### config.mk
export PLATFORM = sky130hd
export DESIGN_NAME = branch_resolve
export DESIGN_NICKNAME = d
export VERILOG_FILES = /design/src/rtl/branch_resolve_pkg.sv /design/src/rtl/branch_resolve_cond.sv /design/src/rtl/branch_resolve.sv
export SDC_FILE = /design/constraint.sdc
export NUM_CORES = 1
export LEC_CHECK = 0
export ABC_AREA = 1
export CAP_MARGIN = 20
export CORE_UTILIZATION = 30
export DETAILED_ROUTE_END_ITERATION = 12
export SLEW_MARGIN = 20
export SYNTH_ARGS = -nofsm -noshare
export SYNTH_HDL_FRONTEND = slang
export SYNTH_SLANG_ARGS = --single-unit
export TNS_END_PERCENT = 20
### constraint.sdc
create_clock -name clk -period 1.57 [get_ports clk]
set_clock_uncertainty 0.1 [all_clocks]
set_input_delay 0.157 -clock clk [delete_from_list [all_inputs] [get_ports clk]]
set_output_delay 0.157 -clock clk [all_outputs]
set_load 0.005 [all_outputs]
### src/rtl/branch_resolve_pkg.sv
// Shared core definitions for branch resolution:
// funct3 branch encodings and the redirect FSM states.
package branch_resolve_pkg;

    localparam logic [2:0] F3_BEQ  = 3'b000;
    localparam logic [2:0] F3_BNE  = 3'b001;
    localparam logic [2:0] F3_BLT  = 3'b100;
    localparam logic [2:0] F3_BGE  = 3'b101;
    localparam logic [2:0] F3_BLTU = 3'b110;
    localparam logic [2:0] F3_BGEU = 3'b111;

    typedef enum logic {
        S_IDLE     = 1'b0,
        S_REDIRECT = 1'b1
    } br_state_e;

endpackage

### src/rtl/branch_resolve_cond.sv
// Branch condition evaluation from funct3 and the
// flags of the EX-stage A-B subtraction.
module branch_cond
    import branch_resolve_pkg::*;
(
    input  logic [2:0] funct3,
    input  logic       zero,
    input  logic       negative,
    input  logic       carry,
    input  logic       overflow,
    output logic       cond
);

    always_comb begin
        cond = 1'b0;
        case (funct3)
            F3_BEQ:  cond = zero;
            F3_BNE:  cond = ~zero;
            F3_BLT:  cond = negative ^ overflow;
            F3_BGE:  cond = ~(negative ^ overflow);
            // carry set means no borrow, i.e. A >= B unsigned
            F3_BLTU: cond = ~carry;
            F3_BGEU: cond = carry;
            default: cond = 1'b0;
        endcase
    end

endmodule

### src/rtl/branch_resolve.sv
// EX-stage branch/jump resolution: decides taken, computes the
// target and hands a redirect to fetch with pipeline flushes.
module branch_resolve #(
    parameter int WIDTH     = 32,
    parameter int CNT_WIDTH = 16
) (
    input  logic                 clk,
    input  logic                 rst_n,
    input  logic                 ex_valid,
    input  logic                 ex_branch,
    input  logic                 ex_jal,
    input  logic                 ex_jalr,
    input  logic [2:0]           ex_funct3,
    input  logic                 zero,
    input  logic                 negative,
    input  logic                 carry,
    input  logic                 overflow,
    input  logic [WIDTH-1:0]     ex_pc,
    input  logic [WIDTH-1:0]     ex_imm,
    input  logic [WIDTH-1:0]     alu_result,
    input  logic                 fetch_ready,
    output logic                 redirect_valid,
    output logic [WIDTH-1:0]     redirect_pc,
    output logic                 flush_if_id,
    output logic                 flush_id_ex,
    output logic                 stall_ex,
    output logic                 misalign_err,
    output logic [CNT_WIDTH-1:0] branch_cnt,
    output logic [CNT_WIDTH-1:0] taken_cnt
);

    import branch_resolve_pkg::*;

    localparam logic [CNT_WIDTH-1:0] CNT_ONE =
        {{(CNT_WIDTH-1){1'b0}}, 1'b1};

    br_state_e            state_q;
    logic                 rvalid_q;
    logic [WIDTH-1:0]     rpc_q;
    logic                 flush_q;
    logic                 misalign_q;
    logic [CNT_WIDTH-1:0] bcnt_q;
    logic [CNT_WIDTH-1:0] tcnt_q;

    logic             cond;
    logic             taken;
    logic [WIDTH-1:0] target;
    logic             aligned;

    branch_cond u_cond (
        .funct3   (ex_funct3),
        .zero     (zero),
        .negative (negative),
        .carry    (carry),
        .overflow (overflow),
        .cond     (cond)
    );

    assign taken = ex_valid &
                   (ex_jal | ex_jalr | (ex_branch & cond));

    // JALR wins over JAL/branch; the latter two share pc+imm
    always_comb begin
        target = ex_pc + ex_imm;
        if (ex_jalr)
            target = {alu_result[WIDTH-1:1], 1'b0};
    end

    assign aligned = (target[1:0] == 2'b00);

    always_ff @(posedge clk or negedge rst_n) begin
        if (!rst_n) begin
            state_q    <= S_IDLE;
            rvalid_q   <= 1'b0;
            rpc_q      <= '0;
            flush_q    <= 1'b0;
            misalign_q <= 1'b0;
            bcnt_q     <= '0;
            tcnt_q     <= '0;
        end else begin
            flush_q    <= 1'b0;
            misalign_q <= 1'b0;
            case (state_q)
                S_IDLE: begin
                    if (ex_valid && ex_branch)
                        bcnt_q <= bcnt_q + CNT_ONE;
                    if (taken && aligned) begin
                        state_q  <= S_REDIRECT;
                        rvalid_q <= 1'b1;
                        rpc_q    <= target;
                        flush_q  <= 1'b1;
                        tcnt_q   <= tcnt_q + CNT_ONE;
                    end else if (taken) begin
                        misalign_q <= 1'b1;
                    end
                end
                S_REDIRECT: begin
                    if (fetch_ready) begin
                        state_q  <= S_IDLE;
                        rvalid_q <= 1'b0;
                    end
                end
                default: begin
                    state_q  <= S_IDLE;
                    rvalid_q <= 1'b0;
                end
            endcase
        end
    end

    assign redirect_valid = rvalid_q;
    assign redirect_pc    = rpc_q;
    assign flush_if_id    = flush_q;
    assign flush_id_ex    = flush_q;
    assign misalign_err   = misalign_q;
    assign branch_cnt     = bcnt_q;
    assign taken_cnt      = tcnt_q;
    assign stall_ex       = (state_q == S_REDIRECT) & ~fetch_ready;

endmodule

# [Yosys cells after proc, flatten, opt, wreduce, memory -nomap -nowiden]
# Cells that the tools add are included.
# W data, S select, Z words.
[word_totals] out_inout_bits=69 reg_bits=68 word_cells=47 in_bits=110
[op_classes] eq_ne=7 add_sub_neg=3 mux=12 bitwise=11 n_reduce_logical=7
[op_table] operator="$add A16 B1 Y16 const B" n=2
[op_table] operator="$add A32 B32 Y32" n=1
[op_table] operator="$mux W32" n=1
[op_table] operator="$eq A3 B3 Y1 const B" n=4
[op_table] operator="$mux W1" n=8
[op_table] operator="$pmux W1 S6" n=1
[op_table] operator="$reduce_and A2 Y1" n=3
[op_table] operator="$not A1 Y1" n=5
[op_table] operator="$ne A2 B2 Y1 const B" n=2
[op_table] operator="$pmux W1 S2" n=2
[op_table] operator="$and A1 B1 Y1" n=3
[op_table] operator="$eq A3 B1 Y1 const B" n=1
[op_table] operator="$logic_not A3 Y1" n=1
[op_table] operator="$logic_and A1 B1 Y1" n=2
[op_table] operator="$logic_not A2 Y1" n=1
[op_table] operator="$or A1 B1 Y1" n=2
[op_table] operator="$xor A1 B1 Y1" n=1

# [Longest topological paths before layout]
[logic_depth] ltp_word=9 ltp_mapped=14 ltp_nobuf=14

# [By module]
# Synthesis repeated with hierarchy kept, for this count alone.
[unflattened] cells_unflattened=890 area_unflattened_um2=5570.3
[modules_own_cells] mod="branch_resolve" seq_area_each_um2=1701.6 n_inst=1 cells_per_inst=863 area_each_um2=5459.0
[modules_own_cells] mod="branch_cond" seq_area_each_um2=0.0 n_inst=1 cells_per_inst=27 area_each_um2=111.4

# [Least setup slack after synthesis]
# No wires, ideal clock.
[synth_timing] path_type="in2reg" start="input ex_pc[0]" end="register rpc_q[12], in the netlist redirect_pc[12]" path_stages=11 t_required_ns=1.354 path_buffers=0 setup_slack_ns=-0.317 setup_ns=0.116 arrival_time_ns=1.671 cell_sequence="ha_1 -> fa_1 -> nand3_1 -> nand3_1 -> nand3_1 -> nand3b_1 -> or2_2 -> nand3_1 -> nand2_1 -> nand2_1 -> nand2_1"
[synth_via] elab_chain_cells=5
[synth_lines] item="start: declaration" line_no="branch_resolve.sv:18" rtl="input logic [WIDTH-1:0] ex_pc,"
[synth_lines] item="$add A32 B32 Y32 *" line_no="branch_resolve.sv:64" rtl="target = ex_pc + ex_imm;"
[synth_lines] item="$mux W32 *" line_no="branch_resolve.sv:65" rtl="if (ex_jalr)"
[synth_lines] item="$logic_not A2 Y1" line_no="branch_resolve.sv:69" rtl="assign aligned = (target[1:0] == 2'b00);"
[synth_lines] item="$logic_and A1 B1 Y1" line_no="branch_resolve.sv:87" rtl="if (taken && aligned) begin"
[synth_lines] item="$reduce_and A2 Y1 (no source line)"
[synth_lines] item="end signal: assignment" line_no="branch_resolve.sv:90" rtl="rpc_q <= target;"
[synth_lines] item="end: declaration" line_no="branch_resolve.sv:39" rtl="logic [WIDTH-1:0] rpc_q;"
# Every way passes the cells marked *; elsewhere a longest branch is shown, timed or not.
# A chain may end at the register's enable or synchronous reset.

# [Worst setup path after layout]
[layout_timing] start="input ex_imm[0]" end="register tcnt_q[8], in the netlist taken_cnt[8]"
[layout_via] elab_chain_cells=5
[layout_lines] item="start: declaration" line_no="branch_resolve.sv:19" rtl="input logic [WIDTH-1:0] ex_imm,"
[layout_lines] item="$add A32 B32 Y32" line_no="branch_resolve.sv:64"
[layout_lines] item="$mux W32" line_no="branch_resolve.sv:65"
[layout_lines] item="$logic_not A2 Y1" line_no="branch_resolve.sv:69"
[layout_lines] item="$logic_and A1 B1 Y1" line_no="branch_resolve.sv:87"
[layout_lines] item="$reduce_and A2 Y1 (no source line)"
[layout_lines] item="end signal: assignment" line_no="branch_resolve.sv:92" rtl="tcnt_q <= tcnt_q + CNT_ONE;"
[layout_lines] item="end: declaration" line_no="branch_resolve.sv:43" rtl="logic [CNT_WIDTH-1:0] tcnt_q;"
# No other way between the ends.

==> impl_results.md <==
- Outcome: complete, but fails checks
- Failing checks: setup timing
- Die area: 0.0201 mm2
- Final nets: 1,358
- Dpl cells: 1,445
- Met3 routed WL: 629 um
- Starting DRT DRC Count: 237
- Layout Cells excl Fill: 1,478
- Final GP Congestion: 0.885
- Net Sw Power: 2950 uW
- Comb pwr share: 47.0%
- Core Region: 0.0189 mm2
- Post-Syn Area per Cell: 6.23 um2
- Tcrit/Tclk final: 109%
- Clock Sinks: 68
- Clock Latency Late Sink: 0.33 ns
- Cell Rows: 50
- Asr flop ratio synth: 100%
- Critical path type: primary input to flip-flop
- Global route overflow: 0
- Leak pwr: 0.00540 uW
- Element type at the critical path start: primary input
- Max-slew headroom: 73.4%
- Die height: 142 um
- Number of diodes: 0
- Fin crit period: 1.72 ns
- Fillers: 1,885
- Hold/Removal Path Class: primary input to async pin
- Post-Syn Instances: 940
- R2r setup slk: -0.09 ns
- Met2 WL: 9190 um
- Root buffer cell: clkbuf_16
- Routed met1 length: 9100 um
- Global Route Usage Sum: 19.9%
- Pwr per Cell Area: 842 mW/mm2
- Cell area after synthesis: 0.00586 mm2
- DR pass1 iterations: 4
- CTS tree: built
- Syn. warnings: 0
- Area Overhead vs Synth: 71.6%
- Clock slew at reported path FFs: 0.05 ns
- Layout cells sized above 1: 27.5%
- Max-slew violations: 0
- Drt via density: 4.44
- Final hold vios: 0
- Critical path capture point type: flip-flop
- # setup viols final: 45
- Synth Flop Type: dfrtp_1
- Multi-input logic area: 0.00439 mm2
- Residual DRC: 0
- Cell taking the most area after synthesis: dfrtp_1
- Largest net degree at the start of global routing: 69
- I/O pin count: 179
- Drt total wl: 19,400 um
- Unrepaired setup endpoints after global routing: yes
- P_int: 5500 uW
- Final worst-path setup slack: -0.145 ns
- Sequential cell area: 0.00171 mm2
- First-pass GRT wire length: 31,500 um
- Clock group share of total power: 22.0%
- Wire per inst: 13.2 um
- Post-synth EDFFs: 0
- Max-cap violations: 0
- Initial antenna violation count: 0
- Critical path required time: 1.69 ns
- Max Buffers Root-to-Sink: 2
- Yosys cell types: 41
- Flop and latch count out of synthesis: 68
- H-Tree Depth: 3
- Synth top area share: 29.1%
- Syn Nets: 1,084
- Fraction of power spent switching nets: 34.9%
- Seq/Total Area, Yosys: 29.1%
- Setup TNS: -4.33 ns
- Worst EP arrival: 1.83 ns
- Flop pwr share: 31.0%
- Dpl ws: -0.801 ns
- Post-DP HPWL: 14,800 um
- TritonCTS Buffers: 9
- Crit-path max FO: 7
- Number of port buffers: 177
- Die X-Extent: 142 um
- Maximum vdd ir drop: 0.498 mV
- Number of global-route vias before repair: 6,439
- FMAX: 0.583 GHz
- Routed Antenna Nets: 0
- Least-Margin Pin Slew: 0.399 ns
- Ranking of synthesized cells by area: dfrtp_1 29%, nand2_1 25%, inv_1 9.6%, ha_1 7.1%, nor2_1 6.1%
- Uppermost layer routed: met4
- DR vias: 6,558
- Initial Util: 31.0%
-- what timing repair did --
action | in CTS | in global routing
pin swaps | 31 | 37
cloned | 5 | 0
hold buffers | 1 | 0
resized for setup | 206 | 120
buffers inserted | 13 | 3
endpoints found under the hold margin | 68 | 0
endpoints found under the setup margin | 67 | 72
-- stage by stage --
stage	utilization (%)	total power (uW)	hold WS, ns	cell area, um2
finish	53.2	8460	0.280	10000
floorplan	-	4060	-0.239	5880
global placement	45.2	6090	0.117	8540
CTS	51.5	8450	0.308	9730
global route	53.2	9030	0.352	10000
detailed placement	45.2	6130	0.116	8540
-- power groups by stage --
| stage | registers [uW] | clock network (uW) | logic (uW) |
|---|---|---|---|
| floorplan | 2610 | 0 | 1450 |
| global placement | 2600 | 0 | 3490 |
| detailed placement | 2620 | 0 | 3510 |
| CTS | 2610 | 1930 | 3900 |
| global route | 2690 | 1980 | 4360 |
| finish | 2620 | 1860 | 3980 |
-- layout by cell type, fill, tap and decap left out, types with 3 or more instances in the layout --
| master | count |
|---|---|
| buf_12 | 8 |
| buf_6 | 12 |
| nor2_1 | 59 |
| nand2_1 | 320 |
| nand2_4 | 9 |
| nor3_2 | 5 |
| dlymetal6s2s_1 | 36 |
| dfrtp_1 | 58 |
| or2_2 | 3 |
| nor2_4 | 16 |
| clkdlybuf4s50_1 | 99 |
| clkbuf_16 | 9 |
| xnor2_1 | 15 |
| nor3_1 | 5 |
| nor2_2 | 26 |
| nand3_2 | 12 |
| a21oi_2 | 14 |
| nand2_2 | 61 |
| dfrtp_2 | 10 |
| dlygate4sd2_1 | 35 |
| a21oi_1 | 7 |
| xor2_1 | 16 |
| o21ai_2 | 11 |
| o21ai_0 | 5 |
| o21ai_1 | 9 |
| nand4_1 | 5 |
| inv_2 | 5 |
| buf_4 | 80 |
| inv_1 | 145 |
| ha_4 | 30 |
| nand3_1 | 50 |
-- critical path, cell delays in order --
cell	delay, ns
buf_6	0.10
ha_4	0.16
fa_2	0.52
nor2_2	0.04
nand2_1	0.06
o21a_1	0.13
inv_2	0.05
nand3_4	0.07
buf_6	0.12
buf_12	0.12
clkinv_8	0.07
buf_6	0.14
nand2_2	0.05
o21ai_2	0.05
-- cells by family (layout without fill, tap and decap cells) --
logic type	count (synthesis)	in the layout	synth area share [%]
AND/OR/NAND/NOR	585	585	41.6
buffers and inverters	167	445	11.8
flip-flops	68	68	29.1
AO/OA/AOI/OAI	51	51	4.87
adder cells (fa/ha/maj)	34	34	7.39
XOR/XNOR	33	33	4.94
multiplexers	2	2	0.342
-- routing by layer --
| metal | global-route usage, % | vias up |
|---|---|---|
| li1 | - | 3412 |
| met4 | 7.64 | 0 |
| met3 | 2.02 | 30 |
| met1 | 26.0 | 2962 |
| met2 | 33.7 | 154 |
| met5 | 0 | - |
-- synth_stat cells, types with 3 or more instances --
library cell / instances
ha_1: 33
a21oi_1: 21
nor4_1: 3
nor3_1: 10
clkbuf_1: 4
nand3_1: 58
inv_1: 149
xnor2_1: 16
nand2_1: 386
nand3_2: 4
dfrtp_1: 68
nor2_1: 95
or2_2: 5
buf_4: 6
xor2_1: 17
buf_6: 5
nor2_2: 4
o21ai_1: 10
o21ai_0: 10
nand4_1: 5
nand2_2: 3
o21ai_2: 5
-- worst paths after layout --
check                          startpoint             end  cells past startpoint
max                             ex_imm[0]    taken_cnt[8]                     14
max reg2reg                       state_q    taken_cnt[3]                      9
max in group asynchronous           rst_n   branch_cnt[4]                      3
min in group clk                 ex_pc[0]    misalign_err                      7
min                                 rst_n   taken_cnt[12]                      3
min reg2reg                branch_cnt[15]  branch_cnt[15]                      1
-- area by class of cell --
type / count / area share (%)
Multi-Input combinational cell: 705 / 43.7
Timing Repair Buffer: 279 / 27.6
Clock buffer: 13 / 2.59
Inverter: 151 / 5.77
Tap cell: 260 / 3.24
Sequential cell: 68 / 17.1
Clock inverter: 2 / 0.0996
-- registers in the layout (all words and copies together), names as in the netlist --
| signal | flops |
|---|---|
| branch_cnt | 16 |
| flush_id_ex | 1 |
| misalign_err | 1 |
| redirect_pc | 32 |
| redirect_valid | 1 |
| state_q | 1 |
| taken_cnt | 16 |
Power figures use the tool's default switching activity.
